### src/rtl/spi_batch_if.sv
// Groups the Pi-side SPI lines and the held frame outputs of the batch receiver.
// The master side is the Pi plus the downstream consumer; the slave side is the receiver.
interface spi_batch_if #(
    parameter int BATCH_BITS = 616
);
    logic                  master_clk;
    logic                  cs;
    logic                  d_in;
    logic [7:0]            is_max_or_min;
    logic [7:0]            batch_size;
    logic [BATCH_BITS-1:0] batch;
    logic                  rpi_data_stable;
    logic                  frame_error;

    modport master (
        output master_clk, cs, d_in,
        input  is_max_or_min, batch_size, batch, rpi_data_stable, frame_error
    );

    modport slave (
        input  master_clk, cs, d_in,
        output is_max_or_min, batch_size, batch, rpi_data_stable, frame_error
    );
endinterface

### src/rtl/spi_batch_receiver.sv
// Deserialises one Raspberry Pi SPI frame (selector, batch size, board batch) into
// held outputs for the batch evaluator; only validated frames ever reach the outputs.
module spi_batch_receiver #(
    parameter int FRAME_BITS = 632,
    parameter int MAX_BOARDS = 7
) (
    input logic       clk,
    input logic       reset,
    spi_batch_if.slave bus
);
    localparam int BATCH_BITS = FRAME_BITS - 16;

    typedef enum logic [1:0] {
        S_IDLE,
        S_RECEIVE,
        S_CHECK,
        S_HOLD
    } state_t;

    state_t                  state_q, state_d;
    logic [2:0]              mclk_sync_q;
    logic [1:0]              cs_sync_q;
    logic [1:0]              din_sync_q;
    logic                    cs_prev_q;
    logic [FRAME_BITS-1:0]   sr_q, sr_d;
    logic [9:0]              bit_cnt_q, bit_cnt_d;
    logic [7:0]              sel_q, sel_d;
    logic [7:0]              bsz_q, bsz_d;
    logic [BATCH_BITS-1:0]   batch_q, batch_d;
    logic                    stable_q, stable_d;
    logic                    err_q, err_d;

    logic                    mclk_rise;
    logic                    cs_s;
    logic                    cs_rise;
    logic                    din_s;
    logic                    edge_ok;
    logic [7:0]              sr_bsz;
    logic                    bsz_ok;

    assign mclk_rise = mclk_sync_q[1] & ~mclk_sync_q[2];
    assign cs_s      = cs_sync_q[1];
    assign cs_rise   = cs_s & ~cs_prev_q;
    assign din_s     = din_sync_q[1];
    // An edge landing in the same cycle as the cs fall still belongs to the frame.
    assign edge_ok   = mclk_rise & (cs_s | cs_prev_q);
    assign sr_bsz    = sr_q[FRAME_BITS-9 -: 8];
    assign bsz_ok    = (sr_bsz != 8'd0) && (sr_bsz <= 8'(MAX_BOARDS));

    always_ff @(posedge clk or negedge reset) begin
        if (!reset) begin
            mclk_sync_q <= '0;
            cs_sync_q   <= '0;
            din_sync_q  <= '0;
            cs_prev_q   <= 1'b0;
            state_q     <= S_IDLE;
            sr_q        <= '0;
            bit_cnt_q   <= '0;
            sel_q       <= '0;
            bsz_q       <= '0;
            batch_q     <= '0;
            stable_q    <= 1'b0;
            err_q       <= 1'b0;
        end else begin
            mclk_sync_q <= {mclk_sync_q[1:0], bus.master_clk};
            cs_sync_q   <= {cs_sync_q[0], bus.cs};
            din_sync_q  <= {din_sync_q[0], bus.d_in};
            cs_prev_q   <= cs_s;
            state_q     <= state_d;
            sr_q        <= sr_d;
            bit_cnt_q   <= bit_cnt_d;
            sel_q       <= sel_d;
            bsz_q       <= bsz_d;
            batch_q     <= batch_d;
            stable_q    <= stable_d;
            err_q       <= err_d;
        end
    end

    always_comb begin
        state_d   = state_q;
        sr_d      = sr_q;
        bit_cnt_d = bit_cnt_q;
        sel_d     = sel_q;
        bsz_d     = bsz_q;
        batch_d   = batch_q;
        stable_d  = stable_q;
        err_d     = err_q;

        case (state_q)
            S_IDLE: begin
                if (cs_rise) begin
                    bit_cnt_d = '0;
                    stable_d  = 1'b0;
                    err_d     = 1'b0;
                    state_d   = S_RECEIVE;
                end
            end
            S_RECEIVE: begin
                if (edge_ok) begin
                    sr_d      = {sr_q[FRAME_BITS-2:0], din_s};
                    bit_cnt_d = bit_cnt_q + 10'd1;
                    if (bit_cnt_q == 10'(FRAME_BITS - 1)) begin
                        state_d = S_CHECK;
                    end else if (!cs_s) begin
                        err_d   = 1'b1;
                        state_d = S_IDLE;
                    end
                end else if (!cs_s) begin
                    err_d   = 1'b1;
                    state_d = S_IDLE;
                end
            end
            S_CHECK: begin
                if (bsz_ok) begin
                    sel_d    = sr_q[FRAME_BITS-1 -: 8];
                    bsz_d    = sr_bsz;
                    batch_d  = sr_q[BATCH_BITS-1:0];
                    stable_d = 1'b1;
                    state_d  = S_HOLD;
                end else begin
                    err_d   = 1'b1;
                    state_d = S_IDLE;
                end
            end
            S_HOLD: begin
                if (!cs_s) begin
                    state_d = S_IDLE;
                end
            end
            default: state_d = S_IDLE;
        endcase
    end

    assign bus.is_max_or_min   = sel_q;
    assign bus.batch_size      = bsz_q;
    assign bus.batch           = batch_q;
    assign bus.rpi_data_stable = stable_q;
    assign bus.frame_error     = err_q;
endmodule

### src/flat_wrapper.sv
// flat-port wrapper written by rule: the top's interface ports become plain ports
module spi_batch_receiver_flat 
#(
    parameter int FRAME_BITS = 632,
    parameter int MAX_BOARDS = 7
)
  (clk, reset, bus_master_clk, bus_cs, bus_d_in, bus_is_max_or_min, bus_batch_size, bus_batch, bus_rpi_data_stable, bus_frame_error);
  spi_batch_if bus_i ();
  input logic clk;
  input logic reset;
  input wire logic [$bits(bus_i.master_clk)-1:0] bus_master_clk;
  input wire logic [$bits(bus_i.cs)-1:0] bus_cs;
  input wire logic [$bits(bus_i.d_in)-1:0] bus_d_in;
  output wire logic [$bits(bus_i.is_max_or_min)-1:0] bus_is_max_or_min;
  output wire logic [$bits(bus_i.batch_size)-1:0] bus_batch_size;
  output wire logic [$bits(bus_i.batch)-1:0] bus_batch;
  output wire logic [$bits(bus_i.rpi_data_stable)-1:0] bus_rpi_data_stable;
  output wire logic [$bits(bus_i.frame_error)-1:0] bus_frame_error;
  assign bus_i.master_clk = bus_master_clk;
  assign bus_i.cs = bus_cs;
  assign bus_i.d_in = bus_d_in;
  assign bus_is_max_or_min = bus_i.is_max_or_min;
  assign bus_batch_size = bus_i.batch_size;
  assign bus_batch = bus_i.batch;
  assign bus_rpi_data_stable = bus_i.rpi_data_stable;
  assign bus_frame_error = bus_i.frame_error;
  spi_batch_receiver #(.FRAME_BITS(FRAME_BITS), .MAX_BOARDS(MAX_BOARDS)) u_core (.clk(clk), .reset(reset), .bus(bus_i));
endmodule
### config.mk
export PLATFORM = sky130hd
export DESIGN_NAME = spi_batch_receiver_flat
export DESIGN_NICKNAME = d
export VERILOG_FILES = /design/src/rtl/spi_batch_if.sv /design/src/rtl/spi_batch_receiver.sv /design/src/flat_wrapper.sv
export SDC_FILE = /design/constraint.sdc
export NUM_CORES = 2
export LEC_CHECK = 0
export BUFFER_PORTS_ARGS = -buffer_cell sky130_fd_sc_hd__clkbuf_2
export CAP_MARGIN = 10
export CORE_MARGIN = 3
export CORE_UTILIZATION = 45
export DETAILED_ROUTE_END_ITERATION = 12
export HOLD_SLACK_MARGIN = 0.15
export PLACE_DENSITY_LB_ADDON = 0.05
export SLEW_MARGIN = 20
export SYNTH_ARGS = -nofsm -noshare
export SYNTH_HDL_FRONTEND = slang
export SYNTH_SLANG_ARGS = --single-unit
### constraint.sdc
create_clock -name clk -period 5 [get_ports clk]
set_input_delay 0.25 -clock clk [delete_from_list [all_inputs] [get_ports clk]]
set_output_delay 0.25 -clock clk [all_outputs]
set_load 0.1 [all_outputs]
==> results.md <==
* Library cells used by synthesis at slightly above 40
* GRT overflow at 0
* Final Hold Viols at 0
* Die Ht at around 330 um
* Vias in the first global route at approximately 34000
* Share of layout cells above drive strength 1 at between 10 and 15%
* DPL Wire Length at 75.3 mm
* Final net count at approximately 6000
* TritonCTS clock tree: yes
* Static leakage at 34.1 nW
* Clock share of power at between 40% and 50%
* Reg power frac at between 40 and 50%
* Routed vias at 35800
* GRT Overall Usage at approximately 22%
* Worst Setup End Kind: flip-flop
* CP startpoint kind: flip-flop
* Ys flop type: dfrtp_1
* Post-CTS Setup Inserts at 0
* Gate power share at roughly 4%
* Routability cong. at between 0.7 and 0.8
* Synth Instances at roughly 5400
* Clock Tree Root: clkbuf_16
* Drt pass-1 iters at 5
* Fmax at roughly 370 MHz
* Area leader, netlist: dfrtp_1
* Hold_ws at about 240 ps
* Largest net degree at the start of global routing at slightly below 200
* Worst Reg-to-Reg Cells at 6
* Tightest Pin Transition at slightly above 900 ps
* Core box area at 106000 um^2
* Hold depth at 2
* DRC violation total after the first TritonRoute iteration at around 2800
* P&R area growth vs syn at 18.3%
* Syn avg cell area at ~9 um^2
* Post-synth top cells: 3782 x nand2_1, 1286 x dfrtp_1, 200 x buf_2, 65 x clkbuf_1, 16 x buf_1
* # DRC at 0
* Hold path start: bus_cs
* DR WL/cell at roughly 16 um
* Yosys warns at 0
* CTS sink count at 1286
* Layout Skew at ~19 ps
* Global-route wire length before repair at about 200 mm
* Worst r2r src: u_core.state_q[1]
* Reg2Reg Capture Point: u_core.sr_q[394]
* Finish-stage setup viols at 0
* Net switching power figure at 4.90 mW
* Setup tns final at 0 ps
* Die ar. at approximately 110000 um^2
* H-tree depth at 4
* P per Cell Area at 375 nW/um^2
* Max transition margin at approximately two fifths
* Max-slew violations at 0
* Post-synth EDFFs at 0
* Via density at around 4.8
* IO Port Bufs at about 640
* Post-Syn Area at 48300 um^2
* Num rows at 119
* I/O pin total at between 600 and 700
* Hold-fix buffers, CTS at 7
* Cts repair resizes at 0
* Clk_lat worst skew at roughly 720 ps
* Fin util at between 50 and 60%
* Initial Utilization at between 40 and 50%
* Final Cycle Share at a little over half
* Hold endpoint: u_core.cs_sync_q[0]
* Top-count cell post-synth: nand2_1
* Fin crit period at ~2700 ps
* Die width at roughly 330 um
* CP max FO at 192
* Outcome: finished clean
* Worst endpoint required time at between 5000 and 6000 ps
* CP Class: reg2reg
* Number of max-cap violations at 0
* Share of the synthesized area in the top cell type at between 60% and 70%
* DRT antenna net count at 0
* Seq/Total Area, Yosys at approximately two thirds
* TritonCTS buffer count at between 100 and 150
* Synthesized net count at around 5400
* Internal reg-to-reg setup slack at about 2300 ps
* Arr. time, crit path at ~3400 ps
* Total Power at 21.4 mW
* Pint at between 15 and 20 mW
* Area contributors post-synth: dfrtp_1 67%, nand2_1 29%, buf_2 2.1%, clkbuf_1 0.51%, ha_1 0.16%
* Initial antenna violation count at 2
* Synthesis-stage register bit count at ~1300
* Clock tree buffer depth at 3
* Clock-pin slew on the worst setup and hold paths at ~60 ps
* Hold Path Class: in2reg
* Post-synth ARST share at 100%
* Post-Route WL at between 100 and 150 mm
* Sw Ratio at between 20% and 30%
* Peak supply drop at roughly 0.26 mV
* RSZ-0062 raised after global routing: false
critical path: stages, from the launching register on:
cell and delay [ps]:
dfrtp_1 370, inv_1 100, ha_1 280, or3b_4 820, buf_12 690, nand2_1 130
nand2_1 100
metal layers:
metal | share of wire [%] | up-vias | global-route usage (%)
li1 | - | 17500 | -
met1 | 46 | 17400 | 31.7
met2 | 45 | 791 | 33.7
met3 | 5.7 | 176 | 4.50
met4 | 2.9 | 0 | 7.65
met5 | 0 | - | 0
registers in the layout (all words and copies together) (netlist names), 2 cells and up:
| register | flops |
|---|---|
| u_core.sr_q | 632 |
| u_core.bus.is_max_or_min | 8 |
| u_core.bus.batch_size | 8 |
| u_core.din_sync_q | 2 |
| u_core.bus.batch | 616 |
| u_core.mclk_sync_q | 3 |
| u_core.bit_cnt_q | 10 |
| u_core.state_q | 2 |
| u_core.cs_sync_q | 2 |
metrics by stage:
stage	area, um^2	std cells	setup WS (ps)
2_1_floorplan	48300	5432	3100
3_3_place_gp	52500	7217	2350
3_5_place_dp	52500	7217	2300
4_1_cts	57100	7469	2290
5_1_grt	57100	7470	1990
6_report	57100	7471	2300
cells in the final DEF, fill, tap and decap left out, drive strengths merged, types with 2 or more instances in the layout:
cell            n
and2            7
or3             3
buf            41
nand3           5
ha              6
bufinv          2
clkinv         22
dlygate4sd3     6
nor2            3
o211ai          2
clkinvlp        3
nor4bb          2
o21ai           8
or2             4
nand2        3782
o41ai           2
a21oi           5
mux2            2
nand2b          3
dfrtp        1286
nand4           3
o311ai          2
nor4            3
diode           2
clkbuf        850
inv            10
kinds of logic (layout without fill, tap and decap cells):
| family | count (synthesis) | count (layout) | share of synthesized area (%) |
|---|---|---|---|
| flops | 1286 | 1286 | 66.7 |
| compound gates | 27 | 27 | 0.376 |
| simple gates | 3822 | 3822 | 30.0 |
| fa+ha+maj | 6 | 6 | 0.155 |
| other cells | 0 | 2 | 0 |
| mux | 3 | 3 | 0.0674 |
| buf+inv | 288 | 934 | 2.79 |
power groups by stage:
stage / Sequential (mW) / Combinational (mW) / Clock (mW)
after floorplan: 10.7 / 0.469 / 0
after global placement: 10.7 / 0.881 / 0
after detailed placement: 10.7 / 0.879 / 0
after CTS: 10.5 / 0.889 / 10.3
after global routing: 10.5 / 0.977 / 10.7
final: 10.5 / 0.860 / 10.0
worst max path at each step:
stage / start / to
after CTS: u_core.state_q[1] / u_core.sr_q[357]
after global routing: u_core.state_q[1] / u_core.bit_cnt_q[2]
final: u_core.state_q[1] / u_core.sr_q[394]
after detailed placement: u_core.state_q[1] / u_core.sr_q[357]
after floorplan: u_core.state_q[1] / u_core.bit_cnt_q[9]
after global placement: u_core.state_q[1] / u_core.sr_q[83]
layout make-up:
cell class	instances	area, um^2
Multi-Input combinational cell	3858	14800
Clock inverter	32	259
Inverter	5	18.8
Timing Repair Buffer	684	3890
Sequential cell	1286	32200
Fill cell	9945	48800
Tap cell	1391	1740
Antenna cell	2	5.00
Clock buffer	213	4230
Power figures use the tool's default switching activity.
